==> src/rtl/invert_8b_if.sv <==
// Handshake/data bundle for the byte bit-order reverser.
// The master drives the byte and its qualifiers; the slave returns both mirrors and parity.
interface invert_8b_if;
  logic [7:0] din;
  logic       in_vld;
  logic       bypass;
  logic [7:0] dout;
  logic [7:0] dout_q;
  logic       out_vld;
  logic       par_q;

  modport master (
    output din,
    output in_vld,
    output bypass,
    input  dout,
    input  dout_q,
    input  out_vld,
    input  par_q
  );

  modport slave (
    input  din,
    input  in_vld,
    input  bypass,
    output dout,
    output dout_q,
    output out_vld,
    output par_q
  );
endinterface

==> src/rtl/invert_8b.sv <==
// Byte bit-order reverser: MSB-first host bytes become LSB-first line bytes.
// Zero-latency combinational mirror plus a one-cycle registered mirror with even parity.
module invert_8b #(
  parameter logic [7:0] RST_VAL = 8'h00,
  parameter bit         PASS_EN = 1'b1
) (
  input  logic        clk_sys,
  input  logic        rst_n,
  invert_8b_if.slave  bus
);

  function automatic logic [7:0] mirror(input logic [7:0] b);
    logic [7:0] r;
    for (int i = 0; i < 8; i++) r[i] = b[7-i];
    return r;
  endfunction

  function automatic logic parity(input logic [7:0] b);
    return ^b;
  endfunction

  logic [7:0] dout_p1;
  logic       par_p1;
  logic       vld_p1;
  logic       pass_sel;

  assign bus.dout = mirror(bus.din);
  assign pass_sel = bus.bypass & PASS_EN;

  // Stage p0 -> p1: capture qualified byte; parity is taken pre-mirror since reversal preserves it
  always_ff @(posedge clk_sys or negedge rst_n) begin
    if (!rst_n) begin
      dout_p1 <= RST_VAL;
      par_p1  <= parity(RST_VAL);
      vld_p1  <= 1'b0;
    end else begin
      vld_p1 <= bus.in_vld;
      if (bus.in_vld) begin
        dout_p1 <= pass_sel ? bus.din : mirror(bus.din);
        par_p1  <= parity(bus.din);
      end
    end
  end

  assign bus.dout_q  = dout_p1;
  assign bus.par_q   = par_p1;
  assign bus.out_vld = vld_p1;

endmodule

==> src/flat_wrapper.sv <==
// flat-port wrapper written by rule: the top's interface ports become plain ports
module invert_8b_flat 
#(
  parameter logic [7:0] RST_VAL = 8'h00,
  parameter bit         PASS_EN = 1'b1
)
  (clk_sys, rst_n, bus_din, bus_in_vld, bus_bypass, bus_dout, bus_dout_q, bus_out_vld, bus_par_q);
  invert_8b_if bus_i ();
  input  logic clk_sys;
  input  logic rst_n;
  input wire logic [$bits(bus_i.din)-1:0] bus_din;
  input wire logic [$bits(bus_i.in_vld)-1:0] bus_in_vld;
  input wire logic [$bits(bus_i.bypass)-1:0] bus_bypass;
  output wire logic [$bits(bus_i.dout)-1:0] bus_dout;
  output wire logic [$bits(bus_i.dout_q)-1:0] bus_dout_q;
  output wire logic [$bits(bus_i.out_vld)-1:0] bus_out_vld;
  output wire logic [$bits(bus_i.par_q)-1:0] bus_par_q;
  assign bus_i.din = bus_din;
  assign bus_i.in_vld = bus_in_vld;
  assign bus_i.bypass = bus_bypass;
  assign bus_dout = bus_i.dout;
  assign bus_dout_q = bus_i.dout_q;
  assign bus_out_vld = bus_i.out_vld;
  assign bus_par_q = bus_i.par_q;
  invert_8b #(.RST_VAL(RST_VAL), .PASS_EN(PASS_EN)) u_core (.clk_sys(clk_sys), .rst_n(rst_n), .bus(bus_i));
endmodule
==> config.mk <==
export PLATFORM = sky130hd
export DESIGN_NAME = invert_8b_flat
export DESIGN_NICKNAME = d
export VERILOG_FILES = /design/src/rtl/invert_8b_if.sv /design/src/rtl/invert_8b.sv /design/src/flat_wrapper.sv
export SDC_FILE = /design/constraint.sdc
export NUM_CORES = 1
export LEC_CHECK = 0
export CORE_MARGIN = 2
export CORE_UTILIZATION = 36
export DETAILED_ROUTE_END_ITERATION = 7
export PLACE_DENSITY = 0.79
export SLEW_MARGIN = 20
export SYNTH_ARGS = -nofsm -noshare
export SYNTH_HDL_FRONTEND = slang
export SYNTH_SLANG_ARGS = --single-unit
==> constraint.sdc <==
create_clock -name clk_sys -period 0.9 [get_ports clk_sys]
set_clock_uncertainty 0.05 [all_clocks]
set_input_delay 0.09 -clock clk_sys [delete_from_list [all_inputs] [get_ports clk_sys]]
set_output_delay 0.09 -clock clk_sys [all_outputs]
set_load 0.01 [all_outputs]
==> run_results.csv, run 1 <==
group,metric,value,unit
grt,grt.total_usage,15.5,%
clock_network,clock-root-buffer,"sky130_fd_sc_hd__clkbuf_4",
worst_setup_path,largest_fanout_on_the_critical_path,2,
placed_design,port_buffers,29,
worst_setup_path,critPathLaunchType,"register",
worst_setup_path,setup.worst_path.start,"u_core.bus.par_q",
cells_and_area,layout.nets,103,
timing,period_utilisation_layout,105,%
timing,period_needed,946,ps
floorplan,initial_utilization,37.5,%
power_and_ir_drop,power.static_leakage,0.445,nW
power_and_ir_drop,p_per_area,1490,mW/mm²
worst_setup_path,worstPathArrival,810,ps
timing,final-hold-violation-count,0,
power_and_ir_drop,vdd_ir_drop_max,0.00111,V
synthesis,synthCells,54,
timing,fmax,1060,MHz
power_and_ir_drop,totalPowerFinal,1.34,mW
clock_network,insertion_delay_of_the_later_clocked_pin_in_the_worst_skew_pair,260,ps
cells_and_area,signed_area_change_from_the_synthesized_netlist_to_the_final_layout,64.0,%
worst_setup_path,cp_top_family,"flip-flops",
synthesis,netlist_top_cells_area,"sky130_fd_sc_hd__dfrtp_1 46%, sky130_fd_sc_hd__mux2i_1 15%, sky130_fd_sc_hd__xnor2_1 11%, sky130_fd_sc_hd__buf_4 11%, sky130_fd_sc_hd__a21oi_1 8.3%",
worst_setup_path,r2r-start,"u_core.bus.par_q",
timing,worst_slack,-46.5,ps
synthesis,synth.net_count,66,
synthesis,synth-edff-count,0,
worst_setup_path,critical_path.max_stage_delay,400,ps
synthesis,synth_most_common_cell,"sky130_fd_sc_hd__dfrtp_1",
worst_setup_path,reg2regPathDepth,3,
synthesis,ys_ff_latch,10,
grt,antenna_found_initial,0,
job,maximum_capacitance_violations,0,
clock_network,tritoncts.num_buffers,3,
worst_setup_path,crit_required,760,ps
timing,final_hold_slack,55.7,ps
drt,dr_vias,488,
worst_setup_path,worst-r2r-setup-slack,80,ps
placed_design,dp_worst_setup_slack,-450,ps
worst_setup_path,critical_path_cell_count,1,
synthesis,synth_area_leader_cell,"sky130_fd_sc_hd__dfrtp_1",
drt,route.detailed.vias_per_inst,4.60,
status,violated_checks,"negative setup slack",
timing,setup_viol,9,
placed_design,placed_area,883,µm²
drt,drc_errors,0,
floorplan,core_region_area,0.00145,mm²
synthesis,postSynthAreaPerCell,10.1,µm²
min_path,hold_path_class,"in -> async",
placed_design,place.detailed.hpwl,907,µm
floorplan,std_cell_rows,14,
grt,global_route.overflow_total,0,
placed_design,gpl_wtd_cong,0.719,
drt,drt_first_pass_iters,5,
worst_setup_path,slowest_stage,"sky130_fd_sc_hd__dfrtp_1",
cells_and_area,final_layout_size_suffix_gt1_share,34.4,%
clock_network,htreeDepth,1,
floorplan,die-area,0.00184,mm²
drt,drt-initial-drc-count,3,
clock_network,tritoncts,"built",
timing,slew-limit-headroom,88.3,%
grt,grt_pass1_wl,2040,µm
worst_setup_path,timing.setup.critical_path_class,"reg -> out",
drt,route.detailed.wl_per_inst,11.5,µm
cells_and_area,final_design_area_no_fill,895,µm²
synthesis,synth.top_cells.by_count,"10 x sky130_fd_sc_hd__dfrtp_1, 9 x sky130_fd_sc_hd__a21oi_1, 9 x sky130_fd_sc_hd__nor2_1",
synthesis,synth.cell_area,546,µm²
worst_setup_path,cp_cell_sequence,"buf_2",
floorplan,die-width,42.9,µm
cells_and_area,num-fill-cells,131,
floorplan,die_h,42.9,µm
timing,tightestPinTransition,170,ps
synthesis,ys_async_sr_fraction,100,%
timing,setup_repair_after_global_routing_missed_its_margin,"true",
clock_network,clock_pin_slew_on_the_worst_setup_and_hold_paths,70,ps
floorplan,ios,30,
clock_network,clkSinkCount,10,
drt,final_antenna_violating_net_count,0,
synthesis,dominantRegCellSynth,"sky130_fd_sc_hd__dfrtp_1",
worst_setup_path,element_type_at_the_critical_path_end,"primary output",
synthesis,synth_cell_type_count,7,
cells_and_area,utilization,61.5,%
cells_and_area,antenna-diode-count,0,
worst_setup_path,worst_setup_path_endpoint,"bus_par_q",
worst_setup_path,crit-reg2reg-capture,"u_core.bus.par_q",
grt,number_of_global_route_vias_before_repair,474,
synthesis,synth_top_area_share,45.9,%
grt,grt_start_max_net_pins,19,
synthesis,synthesis.yosys.warnings,0,
drt,routed_wirelength,1220,µm
status,result_of_the_run,"complete, but fails checks",
clock_network,cts_buffer_depth,2,
timing,maxSlewViolCount,0,
worst_setup_path,count_of_buffer_and_inverter_cells_on_the_critical_path,1,
synthesis,synth.yosys.seq_area_share,45.9,%
[worst reg2reg max path: cells and delay by family, from the launching register on]
family | cells | cell delay (ps)
flip-flops | 1 | 400
buffers and inverters | 1 | 140
AND/OR/NAND/NOR | 1 | 80
AO/OA/AOI/OAI | 1 | 40
[cell type report]
class | count | area (µm²) | share of cell area [%]
tap | 16 | 20.0 | 2.24
sequential | 10 | 250 | 28.0
multi-input combinational | 33 | 243 | 27.1
clock buffer | 4 | 36.3 | 4.06
timing repair buffer | 43 | 345 | 38.6
[cell families after synthesis]
kind of cell / share of synthesized area, %
buffers and inverters: 13.8
muxes: 14.7
xor gates and xnor gates: 11.2
and+or+nand+nor: 6.19
DFF: 45.9
AOI/OAI and AO/OA: 8.26
[metal layers]
layer / up-vias / global-route usage (%) / part of all wire [%] / wire [µm]
met5: - / 0 / 0 / 0
li1: 244 / - / - / -
met4: 0 / 9.38 / 0.65 / 8
met3: 2 / 5.11 / 4.8 / 59
met1: 229 / 18.5 / 41 / 500
met2: 13 / 23.9 / 54 / 655
[state kept, by name (all words and copies together), names as in the netlist]
register            flops
u_core.bus.out_vld      1
u_core.bus.dout_q       8
u_core.bus.par_q        1
[layout by cell type (no fill, tap or decap)]
master                            count
sky130_fd_sc_hd__clkdlybuf4s50_1      2
sky130_fd_sc_hd__buf_2               10
sky130_fd_sc_hd__dfrtp_1             10
sky130_fd_sc_hd__clkbuf_8             1
sky130_fd_sc_hd__buf_6                1
sky130_fd_sc_hd__clkdlybuf4s15_1      4
sky130_fd_sc_hd__dlygate4sd2_1       13
sky130_fd_sc_hd__xnor2_2              3
sky130_fd_sc_hd__xnor2_1              4
sky130_fd_sc_hd__a21oi_1              9
sky130_fd_sc_hd__nor2_1               9
sky130_fd_sc_hd__buf_4               12
sky130_fd_sc_hd__buf_12               1
sky130_fd_sc_hd__mux2i_1              8
sky130_fd_sc_hd__clkbuf_4             3
[report_power, final]
part           switching (mW)  internal [mW]
Sequential             0.0312          0.504
Clock                   0.145          0.245
Combinational           0.186          0.225
Total                   0.362          0.974
[repair_timing]
item | in CTS | in global routing
hold buffers | 0 | 0
setup buffers | 1 | 1
endpoints found under the setup margin | 23 | 11
pin swaps | 2 | 0
gates resized for setup | 64 | 1
[how the worst min path moves through the flow]
stage	to	cells after the start
finish	u_core.bus.dout_q[4]	2
global route	u_core.bus.dout_q[4]	2
CTS	u_core.bus.dout_q[4]	2
detailed placement	u_core.bus.dout_q[2]	2
global placement	u_core.bus.dout_q[2]	2
floorplan	u_core.bus.dout_q[0]	0
[metrics by stage]
step / cells / TNS (ps)
2_1_floorplan: 54 / 0
3_3_place_gp: 100 / -6910
3_5_place_dp: 100 / -6960
4_1_cts: 105 / -312
5_1_grt: 106 / -597
6_report: 106 / -180
(Power assumes the default switching activity.)
==> inputs of run 2 (changes only) <==
--- a/config.mk
+++ b/config.mk
@@ -5,10 +5,12 @@
 export SDC_FILE = /design/constraint.sdc
 export NUM_CORES = 1
 export LEC_CHECK = 0
-export CORE_MARGIN = 2
+export CORE_MARGIN = 1
 export CORE_UTILIZATION = 36
 export DETAILED_ROUTE_END_ITERATION = 7
 export PLACE_DENSITY = 0.79
+export SETUP_SLACK_MARGIN = 0.1
+export SKIP_LAST_GASP = 1
 export SLEW_MARGIN = 20
 export SYNTH_ARGS = -nofsm -noshare
 export SYNTH_HDL_FRONTEND = slang
==> run 2 against run 1 <==
The run still ends with negative setup slack left. Final cell count grew 2.8%. Wire length is 1.6% higher. Hold slack got worse by 12 ps. Die area down 9.1%. Clock power increased by 5.4%. Critical path depth did not move. Critical endpoint is now bus_dout_q[6].
==> run_results.csv, run 2 (synthesis results as in run 1) <==
group,metric,value,unit
status,result_of_the_run,"complete, but fails checks",
status,violated_checks,"negative setup slack",
clock_network,tritoncts.num_buffers,3,
cells_and_area,final_layout_size_suffix_gt1_share,44.7,%
worst_setup_path,count_of_buffer_and_inverter_cells_on_the_critical_path,1,
floorplan,initial_utilization,40.4,%
cells_and_area,largest_register_ffs,8,
worst_setup_path,crit_required,760,ps
worst_setup_path,critical_path.max_stage_delay,390,ps
placed_design,port_buffers,29,
grt,global_route.overflow_total,0,
power_and_ir_drop,power_frac_seq,38.8,%
grt,grt_pass1_wl,1760,µm
timing,period_utilisation_layout,105,%
cells_and_area,most-common-layout-cells,"14 x sky130_fd_sc_hd__buf_4, 11 x sky130_fd_sc_hd__buf_2, 10 x sky130_fd_sc_hd__dfrtp_1",
worst_setup_path,cp_top_family,"flip-flops",
placed_design,gpl_wtd_cong,0.715,
cells_and_area,antenna-diode-count,0,
drt,route.detailed.wl_per_inst,11.4,µm
clock_network,clkSinkCount,10,
worst_setup_path,element_type_at_the_critical_path_end,"primary output",
floorplan,die-area,0.00167,mm²
grt,number_of_global_route_vias_before_repair,409,
power_and_ir_drop,internal_power,0.984,mW
power_and_ir_drop,p_per_area,1520,mW/mm²
grt,grt_start_max_net_pins,11,
worst_setup_path,reg2regPathDepth,3,
job,maximum_capacitance_violations,0,
cells_and_area,utilization,66.5,%
timing,setup_viol,9,
worst_setup_path,critical_path_cell_count,1,
floorplan,die-width,40.9,µm
cells_and_area,final_design_area_no_fill,898,µm²
timing,slew-limit-headroom,87.0,%
clock_network,htreeDepth,1,
power_and_ir_drop,power.clock.fraction,30.2,%
min_path,hold_path_class,"in -> async",
timing,maxSlewViolCount,0,
power_and_ir_drop,power.static_leakage,0.451,nW
cells_and_area,signed_area_change_from_the_synthesized_netlist_to_the_final_layout,64.7,%
power_and_ir_drop,power_frac_comb,31.0,%
cells_and_area,final_common_cell,"sky130_fd_sc_hd__buf_4",
grt,grt.total_usage,17.9,%
worst_setup_path,critPathLaunchType,"register",
clock_network,tritoncts,"built",
drt,drt-initial-drc-count,6,
timing,fmax,1060,MHz
worst_setup_path,largest_fanout_on_the_critical_path,2,
worst_setup_path,worstPathArrival,810,ps
placed_design,placed_area,885,µm²
floorplan,std_cell_rows,13,
drt,dr_vias,509,
grt,use_met3,8.15,%
power_and_ir_drop,p_sw_share,27.9,%
drt,drt_first_pass_iters,4,
clock_network,cts_hold_repair.buffers,0,
clock_network,cts_buffer_depth,2,
power_and_ir_drop,totalPowerFinal,1.37,mW
timing,tightestPinTransition,194,ps
drt,routed_wirelength,1240,µm
timing,final-hold-violation-count,0,
cells_and_area,layout.nets,107,
grt,antenna_found_initial,0,
power_and_ir_drop,power_switching,0.381,mW
grt,gr-usage-met1,21.3,%
clock_network,clock_pin_slew_on_the_worst_setup_and_hold_paths,70,ps
floorplan,core_region_area,0.00135,mm²
grt,grt.met2_usage,24.2,%
clock_network,insertion_delay_of_the_later_clocked_pin_in_the_worst_skew_pair,260,ps
placed_design,place.detailed.hpwl,940,µm
timing,worst_slack,-47.8,ps
drt,route.detailed.vias_per_inst,4.67,
drt,drc_errors,0,
grt,most_used_layer_global_route,"met2",
worst_setup_path,cp_cell_sequence,"buf_2",
worst_setup_path,timing.setup.critical_path_class,"reg -> out",
floorplan,die_h,40.9,µm
timing,period_needed,948,ps
floorplan,ios,30,
power_and_ir_drop,vdd_ir_drop_max,0.000891,V
clock_network,clock-root-buffer,"sky130_fd_sc_hd__clkbuf_4",
timing,setup_repair_after_global_routing_missed_its_margin,"true",
drt,final_antenna_violating_net_count,0,
worst_setup_path,slowest_stage,"sky130_fd_sc_hd__dfrtp_1",
[run 2: cell count changes in the layout (fill, tap and decap cells not counted), sizes merged]
| cell | delta |
|---|---|
| clkdlybuf4s15 | +4 |
| buf | +4 |
| clkdlybuf4s50 | -1 |
| dlymetal6s2s | +1 |
| dlygate4sd2 | -9 |
| clkbuf | +5 |
[run 2: through the flow]
step | setup slack (ps) | hold WS (ps) | setup TNS (ps) | cells
2_1_floorplan | 130 | -256 | 0 | 54
3_3_place_gp | -420 | 342 | -6690 | 101
3_5_place_dp | -435 | 344 | -6820 | 101
4_1_cts | -59.2 | 37.6 | -393 | 106
5_1_grt | -86.5 | 63.1 | -607 | 109
6_report | -47.8 | 44.1 | -280 | 109
[run 2: final cells by class]
type / instances / area, µm²
timing repair buffer: 47 / 358
multi-input combinational: 33 / 235
fill: 116 / 452
sequential: 10 / 250
tap: 15 / 18.8
clock buffer: 4 / 36.3
[run 2: final timing paths]
path / startpoint / endpoint / slack, ps
max: u_core.bus.dout_q[6] / bus_dout_q[6] / -50
min: rst_n / u_core.bus.dout_q[6] / 40
max reg2reg: u_core.bus.dout_q[5] / u_core.bus.dout_q[5] / 100
min reg2reg: u_core.bus.dout_q[3] / u_core.bus.dout_q[3] / 480
max in group asynchronous: rst_n / u_core.bus.dout_q[3] / 610
min in group clk_sys: bus_in_vld / u_core.bus.out_vld / 150
[run 2: power by group through the flow]
stage	sequential, mW	clock (mW)	combinational, mW
6_report	0.530	0.412	0.423
2_1_floorplan	0.566	0	0.167
3_5_place_dp	0.541	0	0.464
4_1_cts	0.530	0.432	0.400
5_1_grt	0.536	0.447	0.462
3_3_place_gp	0.540	0	0.456
[run 2: repair_timing]
action                                  4_1_cts  5_1_grt
endpoints found under the setup margin       27       17
cloned                                        0        1
pin swaps                                     7        8
resized for setup                            69       15
setup buffers                                 1        2
[run 2: per-layer routing]
metal	vias to the layer above	share of wire, %
li1	253	-
met1	236	45
met2	15	45
met3	5	6.6
met4	0	3.2
met5	-	0
==> RTL edit 1, RTL diff (flow settings as in run 2) <==
`PASS_EN` is set to 1'b1 in 2 places; all go to 1'b0.
--- a/src/rtl/invert_8b.sv
+++ b/src/rtl/invert_8b.sv
@@ -2,7 +2,7 @@
 // Zero-latency combinational mirror plus a one-cycle registered mirror with even parity.
 module invert_8b #(
   parameter logic [7:0] RST_VAL = 8'h00,
-  parameter bit         PASS_EN = 1'b1
+  parameter bit         PASS_EN = 1'b0
 ) (
   input  logic        clk_sys,
   input  logic        rst_n,
--- a/src/flat_wrapper.sv
+++ b/src/flat_wrapper.sv
@@ -2,7 +2,7 @@
 module invert_8b_flat 
 #(
   parameter logic [7:0] RST_VAL = 8'h00,
-  parameter bit         PASS_EN = 1'b1
+  parameter bit         PASS_EN = 1'b0
 )
   (clk_sys, rst_n, bus_din, bus_in_vld, bus_bypass, bus_dout, bus_dout_q, bus_out_vld, bus_par_q);
   invert_8b_if bus_i ();
Formal check against the unedited RTL: not equivalent (a bounded check fails within 4 cycles, from zero or initial values and one cycle with rst_n low).
==> RTL edit 1 against run 2 <==
  * The flow still finishes with violations (negative setup slack)
  * Clock power fell by 31%
  * Final area shrank 20%
  * Utilization fell by 5.5 points
  * Setup slack gained 0.023 ns
  * Power decreased by 14%
  * Synthesized area shrank 13%
  * Sequential cell count unchanged
  * Sequential share of layout area grew 7.2 points
  * Via count is 33% lower
  * Critical path depth unchanged
  * Global-route usage fell by 1.9 points
  * Wire length is 24% lower
==> RTL edit 1: results (changes against run 2) <==
status complete, but fails checks (unchanged); failing checks negative setup slack (unchanged); largest fanout on the critical path 2 (unchanged); Fillers 115 (was 116); largest cells by area after synthesis dfrtp_1, mux2_2, xnor2_1 (was dfrtp_1, mux2i_1, xnor2_1); Clock transition at path regs 0.06 ns; 1st-iter DRT viols 8 (was 6); actual slew at the worst max-slew pin 0.186 ns (was 0.194 ns); vias in the first global route 355 (was 409); worst reg2reg endpoint u_core.bus.dout_q[6]$_DFFE_PN0P_ (was u_core.bus.dout_q[5]$_DFFE_PN0P_); sequential element share of the synthesized area 0.526 (was 0.459); FF-to-FF path depth 1 (was 3); final instance count without filler cells 76 (was 109); Net Count, Synth 48 (was 66); # setup viols final 3 (was 9); share of layout cells above drive strength 1 0.629 (was 0.447); Max rail drop VDD 0.000770 V (was 0.000891 V); placed instance area 738 µm² (was 885 µm²); slowest stage delay, CP 0.39 ns (about the same); Critical R2R Launch u_core.bus.dout_q[6]$_DFFE_PN0P_ (was u_core.bus.dout_q[5]$_DFFE_PN0P_); global-route usage over all layers 0.160 (was 0.179); I/O Buffers 28 (was 29); crit path DAT 0.78 ns (was 0.81 ns); post-DP HPWL 707 µm (was 940 µm); post-synthesis mux area share 0.189 (was 0.147); CP startpoint u_core.bus.par_q$_DFFE_PN0P_ (was u_core.bus.dout_q[6]$_DFFE_PN0P_); Inst Count DP 73 (was 101); most frequent cells after synthesis dfrtp_1, buf_4, mux2_2, xnor2_1 (was dfrtp_1, a21oi_1, nor2_1, buf_4, mux2i_1); Initial DRT Pass Iterations 2 (was 4); clock tree root driver cell clkbuf_4 (unchanged); end of the critical path bus_par_q (was bus_dout_q[6]); first-pass GRT wire length 1570 µm (was 1760 µm); Post-Synth XOR/XNOR Area 0.129 (was 0.112); Largest register FFs 8 (unchanged); synth warn 0 (unchanged); post-route setup slack -0.0247 ns (was -0.0478 ns); RePlAce Congestion 0.647 (was 0.715); worst hold path type in2async (unchanged); drt total wl 943 µm (was 1240 µm); CP max stage cell dfrtp_1 (unchanged); post-synthesis cell count 36 (was 54); complex-gate fraction of the synthesized area 0.0105 (was 0.0826); Pleak 0.348 nW (was 0.451 nW); Via density 4.49 (was 4.67)
[RTL edit 1: cell count changes in the layout (fill, tap and decap cells not counted), sizes merged]
cell | run 2 | this run
buf | 28 | 14
dlygate4sd2 | 4 | 7
mux2i | 8 | 0
mux2 | 0 | 8
a21oi | 9 | 1
clkbuf | 9 | 11
nor2 | 9 | 1
clkdlybuf4s15 | 8 | 2
dlymetal6s2s | 1 | 0
[RTL edit 1: layer usage]
layer | global-route usage | vias up | wire length [µm]
met5 | 0 | - | 0
met4 | 0.0776 | 0 | 0
met3 | 0.0349 | 0 | 69
met2 | 0.250 | 20 | 472
met1 | 0.209 | 155 | 401
li1 | - | 166 | -
[RTL edit 1: report_power, final]
part / switching (mW) / total [mW] / internal (mW)
sequential: 0.0265 / 0.529 / 0.502
combinational: 0.158 / 0.355 / 0.197
clock: 0.132 / 0.285 / 0.153
[RTL edit 1: layout make-up]
cell class                      count  share of cell area
Timing Repair Buffer               32               0.312
Tap cell                           14              0.0245
Clock buffer                        3              0.0315
Multi-Input combinational cell     17               0.282
Sequential cell                    10               0.350
[RTL edit 1: cell families after synthesis]
group / count (synthesis)
AOI/OAI and AO/OA: 1
xor gates and xnor gates: 7
buffers and inverters: 9
DFF: 10
muxes: 8
and+or+nand+nor: 1
[RTL edit 1: worst min path at each step]
stage                                            end  slack, ns  cells after the start
finish              u_core.bus.dout_q[0]$_DFFE_PN0P_       0.07                      2
global route        u_core.bus.dout_q[2]$_DFFE_PN0P_       0.07                      2
CTS                 u_core.bus.dout_q[0]$_DFFE_PN0P_       0.07                      2
detailed placement      u_core.bus.out_vld$_DFF_PN0_       0.34                      2
global placement        u_core.bus.out_vld$_DFF_PN0_       0.34                      2
floorplan           u_core.bus.dout_q[0]$_DFFE_PN0P_      -0.26                      0
[RTL edit 1: through the flow]
| step | hold WS (ns) | TNS [ns] | setup WS (ns) | utilization |
|---|---|---|---|---|
| floorplan | -0.256 | 0 | 0.0806 | - |
| global route | 0.0723 | -0.357 | -0.0607 | 0.610 |
| detailed placement | 0.343 | -7.30 | -0.442 | 0.630 |
| CTS | 0.0664 | -0.115 | -0.0206 | 0.613 |
| finish | 0.0717 | -0.0426 | -0.0247 | 0.610 |
| global placement | 0.342 | -6.96 | -0.404 | 0.630 |
[RTL edit 1: what timing repair did]
action | CTS | global route
setup endpoints to repair | 27 | 19
hold buffers | 0 | 0
cloned | 0 | 0
pin swaps | 9 | 7
hold endpoints to repair | 0 | 0
resized for setup | 70 | 15
setup buffers | 1 | 0
==> RTL edit 2, RTL diff (settings of run 2) <==
Made on the original files. Make the reset (`rst_n`) synchronous in one clocked block.
--- a/src/rtl/invert_8b.sv
+++ b/src/rtl/invert_8b.sv
@@ -28,7 +28,7 @@
   assign pass_sel = bus.bypass & PASS_EN;
 
   // Stage p0 -> p1: capture qualified byte; parity is taken pre-mirror since reversal preserves it
-  always_ff @(posedge clk_sys or negedge rst_n) begin
+  always_ff @(posedge clk_sys) begin
     if (!rst_n) begin
       dout_p1 <= RST_VAL;
       par_p1  <= parity(RST_VAL);
Check against the original RTL: differs if rst_n is asserted again (counterexample within 4 cycles, from zero or initial values and one cycle with rst_n low); with rst_n held inactive, the same outputs for 10 cycles.
==> RTL edit 2 against run 2 <==
  * Wire length is 6.4% higher
  * Sequential share of layout area is 5.4 points lower
  * Sequential cell count stayed put
  * Final area is 4.7% higher
  * Power is 5.6% lower
  * Count of clock-buffer cells in the layout stayed put
  * Synthesized area is 0.23% higher
  * Critical endpoint is now bus_dout_q[5]
  * Critical path type unchanged
  * Hold slack better by 0.070 ns
  * Setup slack better by 0.11 ns
==> RTL edit 2: results (changes against run 2) <==
Clk Latency, worst-skew pair 0.25 ns; Pleak 0.511 nW (was 0.451 nW); CP startpoint u_core.bus.dout_q[5]$_SDFFE_PN0P_ (was u_core.bus.dout_q[6]$_DFFE_PN0P_); Main synth FF type dfxtp_1 (was dfrtp_1); most frequent cells after synthesis dfxtp_1, buf_4, mux2i_1, nand2_1, o211a_1 (was dfrtp_1, a21oi_1, nor2_1, buf_4, mux2i_1); Async SR Flop Fraction 0 (was 1.00); largest net degree at the start of global routing 20 (was 11); slowest stage delay, CP 0.33 ns (was 0.39 ns); Initial DRT Pass Iterations 3 (was 4); clk buf depth 2 (unchanged); Net Count, Synth 68 (was 66); largest fanout on the critical path 2 (unchanged); CP max stage cell dfxtp_2 (was dfrtp_1); vias in the first global route 459 (was 409); Vias 493 (was 509); reg2reg setup slack 0.18 ns (was 0.10 ns); global-route usage over all layers 0.177 (was 0.179); post-synthesis cell count 56 (was 54); maximum clock frequency 1190 MHz (was 1060 MHz); status finished, final reports clean (was complete, but fails checks); Setup Buffers After CTS 0 (was 1); post-synth cell types 11 (was 7); largest delay contributor family on the critical path flip-flops (unchanged); end of the critical path bus_dout_q[5] (was bus_dout_q[6]); Slew HR 0.884 (was 0.870); post-DP HPWL 992 µm (was 940 µm); diodes inserted 0 (unchanged); drt total wl 1320 µm (was 1240 µm); share of layout cells above drive strength 1 0.517 (was 0.447); sequential element share of the synthesized area 0.366 (was 0.459); Clock transition at path regs 0.06 ns; Wirelength per Cell 12.7 µm (was 11.4 µm); RePlAce Congestion 0.621 (was 0.715); placed instance area 892 µm² (was 885 µm²); Placement Setup Slack -0.430 ns (was -0.435 ns); CP startpoint kind register (unchanged); I/O Buffers 29 (unchanged); 1st-iter DRT viols 8 (was 6); worst hold path type in2reg (was in2async); Min-Delay Startpoint rst_n; first-pass GRT wire length 1890 µm (was 1760 µm); Synth top area share 0.366 (was 0.459); FF-to-FF path depth 2 (was 3); worst reg2reg endpoint u_core.bus.par_q$_SDFFE_PN0P_ (was u_core.bus.dout_q[5]$_DFFE_PN0P_); Inst Count DP 100 (was 101); CTS H-tree depth 1 (unchanged); Critical R2R Launch u_core.bus.par_q$_SDFFE_PN0P_ (was u_core.bus.dout_q[5]$_DFFE_PN0P_); Max rail drop VDD 0.00113 V (was 0.000891 V); crit path DAT 0.70 ns (was 0.81 ns); CTS Buf Count 3 (unchanged); largest cells by area after synthesis dfxtp_1, mux2i_1, o211a_1 (was dfrtp_1, mux2i_1, xnor2_1); number of antenna violations at the first check in global routing 0 (unchanged)
## RTL edit 2: final cells by class
| type | count | area, µm² |
|---|---|---|
| clock buffer | 4 | 36.3 |
| multi-input combinational | 34 | 303 |
| timing repair buffer | 41 | 372 |
| sequential | 10 | 211 |
| tap | 15 | 18.8 |
| fill | 121 | 409 |
## RTL edit 2: cells by family (layout without fill, tap and decap cells)
kind of cell    Yosys count  count (layout)  share of synthesized area
flops                    10              10                      0.366
compound gates           10              10                      0.165
simple gates              9               9                     0.0664
xor+xnor                  7               7                      0.112
buf+inv                  12              45                      0.144
mux                       8               8                      0.146
## RTL edit 2: how the worst min path moves through the flow
stage / to / slack (ns) / cells past startpoint
after CTS: u_core.bus.par_q$_SDFFE_PN0P_ / 0.27 / 3
after global placement: u_core.bus.dout_q[6]$_SDFFE_PN0P_ / 0.41 / 1
after global routing: u_core.bus.dout_q[4]$_SDFFE_PN0P_ / 0.12 / 2
after floorplan: bus_dout[0] / 0.22 / 1
after detailed placement: u_core.bus.dout_q[1]$_SDFFE_PN0P_ / 0.42 / 1
final: u_core.bus.dout_q[4]$_SDFFE_PN0P_ / 0.11 / 2
## RTL edit 2: report_power, final
part / switching, mW / leakage (nW) / internal [mW]
clock: 0.143 / 0.0210 / 0.245
combinational: 0.161 / 0.405 / 0.233
sequential: 0.0224 / 0.0858 / 0.485
total: 0.326 / 0.511 / 0.963
## RTL edit 2: per-layer routing
layer  part of all wire  vias up  global-route usage
met5                  0        -                   0
met4             0.0091        0               0.125
met3              0.068        2              0.0163
met2               0.51       17               0.301
met1               0.41      222               0.205
li1                   -      252                   -
## RTL edit 2: what timing repair did
item / CTS / global route
gates cloned: 0 / 0
gates resized for setup: 89 / 13
pin swaps: 7 / 6
endpoints found under the setup margin: 27 / 16
